===== config.mk =====
export PLATFORM = sky130hd
export DESIGN_NAME = br_resolve_flat
export DESIGN_NICKNAME = d
export VERILOG_FILES = /design/src/rtl/br_resolve_if.sv /design/src/rtl/br_resolve.sv /design/src/flat_wrapper.sv
export SDC_FILE = /design/constraint.sdc
export NUM_CORES = 1
export LEC_CHECK = 0
export ABC_AREA = 1
export CAP_MARGIN = 25
export CELL_PAD_IN_SITES_DETAIL_PLACEMENT = 0
export CELL_PAD_IN_SITES_GLOBAL_PLACEMENT = 1
export CORE_ASPECT_RATIO = 1.4
export CORE_MARGIN = 4
export CORE_UTILIZATION = 41
export DETAILED_ROUTE_END_ITERATION = 12
export PLACE_DENSITY = 0.88
export SLEW_MARGIN = 15
export SYNTH_ARGS = -nofsm -noshare
export SYNTH_HDL_FRONTEND = slang
export SYNTH_SLANG_ARGS = --single-unit

===== constraint.sdc =====
create_clock -name CLK -period 8 [get_ports CLK]
set_clock_uncertainty 0.1 [all_clocks]
set_input_delay 0.8 -clock CLK [delete_from_list [all_inputs] [get_ports CLK]]
set_output_delay 0.8 -clock CLK [all_outputs]
set_load 0.005 [all_outputs]

===== src/rtl/br_resolve_if.sv =====
// Signal bundle between the core pipeline and the branch resolution unit:
// fetch-side prediction, EX-side outcome, flush/redirect and predictor training port.
interface br_resolve_if;
  logic        stall;
  logic        if_valid;
  logic [31:0] if_pc;
  logic        if_take_br;
  logic [31:0] if_br_target;
  logic [1:0]  if_index;
  logic        ex_is_branch;
  logic        ex_br_taken;
  logic [31:0] ex_br_target;
  logic        flush;
  logic [31:0] redirect_pc;
  logic        br;
  logic        brTaken;
  logic [31:0] update_br_target;
  logic [1:0]  w_index;
  logic        pr_correct;

  modport master (
    output stall, if_valid, if_pc, if_take_br, if_br_target, if_index,
    output ex_is_branch, ex_br_taken, ex_br_target,
    input  flush, redirect_pc, br, brTaken, update_br_target, w_index, pr_correct
  );

  modport slave (
    input  stall, if_valid, if_pc, if_take_br, if_br_target, if_index,
    input  ex_is_branch, ex_br_taken, ex_br_target,
    output flush, redirect_pc, br, brTaken, update_br_target, w_index, pr_correct
  );
endinterface


===== src/rtl/br_resolve.sv =====
// Branch resolution unit: carries fetch-time predictions to EX, detects mispredicts,
// raises flush/redirect and drives the predictor's registered training port.
module br_resolve #(
  parameter int CNT_W = 16
) (
  input  logic             CLK,
  input  logic             nRST,
  br_resolve_if.slave      bif,
  input  logic             cnt_clr,
  output logic [CNT_W-1:0] br_count,
  output logic [CNT_W-1:0] miss_count
);

  logic        vld_p0, take_p0;
  logic [31:0] pc_p0, tgt_p0;
  logic [1:0]  idx_p0;
  logic        vld_p1, take_p1;
  logic [31:0] pc_p1, tgt_p1;
  logic [1:0]  idx_p1;
  logic        vld_p2, taken_p2, correct_p2;
  logic [31:0] tgt_p2;
  logic [1:0]  idx_p2;
  logic        fire, mispredict;

  function automatic logic [CNT_W-1:0] sat_inc(input logic [CNT_W-1:0] c);
    return (&c) ? c : c + CNT_W'(1);
  endfunction

  assign fire       = vld_p1 & bif.ex_is_branch & ~bif.stall;
  assign mispredict = fire & ((take_p1 != bif.ex_br_taken) |
                              (bif.ex_br_taken & take_p1 & (tgt_p1 != bif.ex_br_target)));

  assign bif.flush       = mispredict;
  assign bif.redirect_pc = !mispredict      ? 32'd0 :
                           bif.ex_br_taken ? bif.ex_br_target : pc_p1 + 32'd4;

  // p0 = DE, p1 = EX: valids are control and are reset / killed by a flush
  always_ff @(posedge CLK or negedge nRST) begin
    if (!nRST) begin
      vld_p0 <= 1'b0;
      vld_p1 <= 1'b0;
    end else if (!bif.stall) begin
      vld_p0 <= bif.if_valid & ~mispredict;
      vld_p1 <= vld_p0 & ~mispredict;
    end
  end

  always_ff @(posedge CLK) begin
    if (!bif.stall) begin
      pc_p0   <= bif.if_pc;
      take_p0 <= bif.if_take_br;
      tgt_p0  <= bif.if_br_target;
      idx_p0  <= bif.if_index;
      pc_p1   <= pc_p0;
      take_p1 <= take_p0;
      tgt_p1  <= tgt_p0;
      idx_p1  <= idx_p0;
    end
  end

  // p2 = predictor training register, loaded every cycle regardless of stall
  always_ff @(posedge CLK or negedge nRST) begin
    if (!nRST) begin
      vld_p2     <= 1'b0;
      taken_p2   <= 1'b0;
      tgt_p2     <= 32'd0;
      idx_p2     <= 2'd0;
      correct_p2 <= 1'b0;
    end else begin
      vld_p2     <= fire;
      taken_p2   <= bif.ex_br_taken;
      tgt_p2     <= bif.ex_br_target;
      idx_p2     <= idx_p1;
      correct_p2 <= ~mispredict;
    end
  end

  assign bif.br               = vld_p2;
  assign bif.brTaken          = taken_p2;
  assign bif.update_br_target = tgt_p2;
  assign bif.w_index          = idx_p2;
  assign bif.pr_correct       = correct_p2;

  always_ff @(posedge CLK or negedge nRST) begin
    if (!nRST) begin
      br_count   <= '0;
      miss_count <= '0;
    end else if (cnt_clr) begin
      br_count   <= '0;
      miss_count <= '0;
    end else begin
      if (fire)       br_count   <= sat_inc(br_count);
      if (mispredict) miss_count <= sat_inc(miss_count);
    end
  end

endmodule

===== src/flat_wrapper.sv =====
// flat-port wrapper written by rule: the top's interface ports become plain ports
module br_resolve_flat 
#(
  parameter int CNT_W = 16
)
  (CLK, nRST, cnt_clr, br_count, miss_count, bif_stall, bif_if_valid, bif_if_pc, bif_if_take_br, bif_if_br_target, bif_if_index, bif_ex_is_branch, bif_ex_br_taken, bif_ex_br_target, bif_flush, bif_redirect_pc, bif_br, bif_brTaken, bif_update_br_target, bif_w_index, bif_pr_correct);
  br_resolve_if bif_i ();
  input  logic CLK;
  input  logic nRST;
  input  logic cnt_clr;
  output logic [CNT_W-1:0] br_count;
  output logic [CNT_W-1:0] miss_count;
  input wire logic [$bits(bif_i.stall)-1:0] bif_stall;
  input wire logic [$bits(bif_i.if_valid)-1:0] bif_if_valid;
  input wire logic [$bits(bif_i.if_pc)-1:0] bif_if_pc;
  input wire logic [$bits(bif_i.if_take_br)-1:0] bif_if_take_br;
  input wire logic [$bits(bif_i.if_br_target)-1:0] bif_if_br_target;
  input wire logic [$bits(bif_i.if_index)-1:0] bif_if_index;
  input wire logic [$bits(bif_i.ex_is_branch)-1:0] bif_ex_is_branch;
  input wire logic [$bits(bif_i.ex_br_taken)-1:0] bif_ex_br_taken;
  input wire logic [$bits(bif_i.ex_br_target)-1:0] bif_ex_br_target;
  output wire logic [$bits(bif_i.flush)-1:0] bif_flush;
  output wire logic [$bits(bif_i.redirect_pc)-1:0] bif_redirect_pc;
  output wire logic [$bits(bif_i.br)-1:0] bif_br;
  output wire logic [$bits(bif_i.brTaken)-1:0] bif_brTaken;
  output wire logic [$bits(bif_i.update_br_target)-1:0] bif_update_br_target;
  output wire logic [$bits(bif_i.w_index)-1:0] bif_w_index;
  output wire logic [$bits(bif_i.pr_correct)-1:0] bif_pr_correct;
  assign bif_i.stall = bif_stall;
  assign bif_i.if_valid = bif_if_valid;
  assign bif_i.if_pc = bif_if_pc;
  assign bif_i.if_take_br = bif_if_take_br;
  assign bif_i.if_br_target = bif_if_br_target;
  assign bif_i.if_index = bif_if_index;
  assign bif_i.ex_is_branch = bif_ex_is_branch;
  assign bif_i.ex_br_taken = bif_ex_br_taken;
  assign bif_i.ex_br_target = bif_ex_br_target;
  assign bif_flush = bif_i.flush;
  assign bif_redirect_pc = bif_i.redirect_pc;
  assign bif_br = bif_i.br;
  assign bif_brTaken = bif_i.brTaken;
  assign bif_update_br_target = bif_i.update_br_target;
  assign bif_w_index = bif_i.w_index;
  assign bif_pr_correct = bif_i.pr_correct;
  br_resolve #(.CNT_W(CNT_W)) u_core (.CLK(CLK), .nRST(nRST), .bif(bif_i), .cnt_clr(cnt_clr), .br_count(br_count), .miss_count(miss_count));
endmodule

==> metrics.md <==
| Metric | Value |
|---|---|
| Post-CTS Hold Buffers | `0` |
| Number of detailed-route iterations in the first pass | `5` |
| Top-area cell type share of the netlist area | `between 40% and 50%` |
| Most frequent CP cell | `nand2_1` |
| # Post-CTS Setup Buffers | `0` |
| Total wire length | `around 21 mm` |
| Routability cong. | `about 0.87` |
| Fill cells | `~1700` |
| Outcome | `complete, no violations` |
| First-pass GRT wire length | `32.54 mm` |
| Final ANT Viol Nets | `0` |
| Mean Syn Cell Area | `approximately 11 um^2` |
| Root Buffer | `clkbuf_16` |
| Clk_lat worst skew | `around 0.50 ns` |
| Leakage | `0.004568 uW` |
| Hold Fails Final Rpt | `0` |
| Via count | `6139` |
| Synth area leaders | `edfxtp_1 47%, dfrtp_1 21%, nand2_1 8.6%, nor2_1 3.5%, xnor2_1 2.8%` |
| Die Y | `roughly 180 um` |
| Final setup violation count | `0` |
| Sink Count | `between 200 and 250` |
| Chip width | `130.3 um` |
| DRC viols | `0` |
| HPWL after detailed placement | `roughly 16 mm` |
| Hold WC Path Type | `in2async` |
| Slowest cell on crit path | `clkdlybuf4s50_1` |
| # rows | `62` |
| Largest net degree at the start of global routing | `99` |
| FF+latch count, synth | `~210` |
| Fin crit share | `a little over half` |
| # IOs | `between 200 and 250` |
| Congestion Overflow GR | `0` |
| Final nets | `between 1000 and 1500` |
| Vias per cell | `approximately 4.9` |
| 1st-iter DRT viols | `about 290` |
| Gate Count Post-Synth | `777` |
| Final Max Tran Viols | `0` |
| Worst setup SP type | `input pin` |
| RSZ-0062 raised after global routing | `no` |
| Power per Cell Area | `~210 nW/um^2` |
| Tightest Pin Transition | `~0.9 ns` |
| Starting Density | `between 40% and 50%` |
| Area Overhead vs Synth | `36.28%` |
| Number of global-route vias before repair | `between 6000 and 7000` |
| Fmax | `between 0.2 and 0.25 GHz` |
| Ys Warns | `0` |
| Crit end category | `primary output` |
| Overall routing resource usage | `17.96%` |
| Initial antenna violation count | `1` |
| Post-Syn Nets | `a little under 900` |
| Synth cell types | `between 40 and 50` |
| CTS Buf Count | `20` |
| Share of layout cells above drive strength 1 | `under 10%` |
| Crit path kind | `in2out` |
| # port buffers | `roughly 210` |
| Crit path buf inv count | `4` |
| TritonCTS clock tree | `built` |
| Crit-path cells | `clkdlybuf4s50_1 -> xnor2_1 -> nand2_1 -> nor2_1 -> nand2_1 -> nor2_1 -> nand2_1 -> nand2_1 -> nand2_1 -> nand2_1 -> buf_4 -> inv_1 -> o21ai_0 -> nor2_1 -> clkdlybuf4s50_1` |
| Critical Path AT | `3.42 ns` |
| Core area | `20560 um^2` |
| Final min period | `approximately 4.3 ns` |
| CTS max path bufs | `3` |
| H-tree Lvls | `1` |
| Max-Cap Viols | `0` |
| VDD IR max | `about 190 uV` |
| Largest area contributor in the netlist | `edfxtp_1` |
| WHS | `0.1050 ns` |
| Clock-pin slew on the worst setup and hold paths | `0.06 ns` |
| Die area | `23340 um^2` |
| PostCTS Resize Cnt | `0` |
| Wire per inst | `between 15 and 20 um` |
| Crit path max-delay family | `buffers and inverters` |
| WP data required | `7.10 ns` |
| Seq/Total Area, Yosys | `67.60%` |
| Rel. slew slack | `38.05%` |
| Crit-path max FO | `34` |
| Synth Cell Area | `approximately 8600 um^2` |
| CP max stage delay | `roughly 0.55 ns` |
| Final TNS setup | `0 ns` |
-- area by class of cell --
class / count / area (um^2) / area share (%)
Sequential cell: 205 / 5801 / 49.60
Antenna cell: 1 / 2.502 / 0.02140
Multi-Input combinational cell: 488 / 2441 / 20.88
Inverter: 67 / 256.5 / 2.193
Clock buffer: 21 / 504.2 / 4.312
Timing Repair Buffer: 212 / 2147 / 18.36
Tap cell: 256 / 320.3 / 2.739
Clock inverter: 15 / 221.5 / 1.894
-- cell families after synthesis --
kind of cell,count (synthesis),share of synthesized area (%)
and+or+nand+nor,372,19.04
DFF,205,67.60
buffers and inverters,84,3.952
AOI/OAI and AO/OA,67,4.229
xor gates and xnor gates,45,4.593
adders and majority gates,4,0.5833
-- worst register-to-register path, stage by stage (launching register included) --
cell     delay (ns)
dfrtp_1        0.42
ha_1           0.19
nand2_1        0.11
nor3_1         0.18
nand2_1        0.12
o21ai_1        0.68
inv_2          0.15
nand2_1        0.16
nor2_1         0.05
a21oi_1        0.12
a21oi_1        0.06
-- synthesized netlist by cell type (all sizes together) --
cell	number
a31o	1
a211oi	1
clkbuf	10
o211ai	1
or2	4
nand4	8
and3	1
o31ai	2
nor2	89
o22ai	1
dfrtp	71
nand3	36
nor3	26
buf	7
nand3b	4
ha	4
o21a	2
a22oi	2
clkinv	1
nand2	199
nor4	2
a21oi	32
xor2	18
a31oi	2
nor3b	3
edfxtp	134
o21ai	23
xnor2	27
inv	66
-- flip-flops by register name, indices dropped and copies added (netlist names) --
register                     flops
u_core.bif.update_br_target     32
u_core.pc_p0                    32
u_core.pc_p1                    32
u_core.tgt_p0                   32
u_core.tgt_p1                   32
u_core.br_count                 16
u_core.miss_count               16
u_core.bif.w_index               2
u_core.idx_p0                    2
u_core.idx_p1                    2
u_core.bif.br                    1
u_core.bif.brTaken               1
u_core.bif.pr_correct            1
u_core.take_p0                   1
u_core.take_p1                   1
u_core.vld_p0                    1
u_core.vld_p1                    1
-- through the flow --
stage	area [um^2]	total power [uW]	util (%)	instances	setup WS (ns)
floorplan	8581	1333	-	777	4.004
global placement	10910	1459	53.07	1226	3.409
detailed placement	10940	1466	53.21	1227	3.646
CTS	11660	2497	56.74	1263	3.633
global route	11690	2568	56.88	1265	3.377
finish	11690	2469	56.88	1265	3.677
-- routing by layer --
layer | up-vias | track usage, % | part of all wire (%)
li1 | 3027 | - | -
met1 | 2902 | 21.00 | 37
met2 | 181 | 33.07 | 55
met3 | 29 | 3.100 | 5.5
met4 | 0 | 5.676 | 2.2
met5 | - | 0 | 0
-- final timing paths --
kind	from	endpoint	slack, ns	depth (start not counted)
hold / removal	nRST	u_core.miss_count[8]	0.11	1
max in group asynchronous	nRST	u_core.bif.update_br_target[28]	7.15	2
hold reg to reg	u_core.idx_p1[0]	u_core.bif.w_index[0]	0.25	0
min in group CLK	u_core.idx_p1[0]	u_core.bif.w_index[0]	0.25	0
setup reg to reg	u_core.br_count[0]	u_core.br_count[8]	5.53	10
setup / recovery	bif_ex_br_target[16]	bif_redirect_pc[24]	3.68	15
-- where the power goes --
group | switching (uW) | total (uW) | internal [uW] | leakage, uW
clock | 400 | 1030 | 626 | 0.000357
sequential | 28.6 | 1230 | 1210 | 0.00221
combinational | 103 | 209 | 106 | 0.00200
total | 532 | 2470 | 1940 | 0.00457
-- cell usage in the layout (no fill, tap or decap), types with 25 or more instances in the layout --
cell type and n:
a21oi_1 32, clkdlybuf4s50_1 206, dfrtp_1 71, edfxtp_1 134
inv_1 56, nand2_1 196, nand3_1 32, nor2_1 79
nor3_1 25, xnor2_1 27
(Power assumes the default switching activity.)
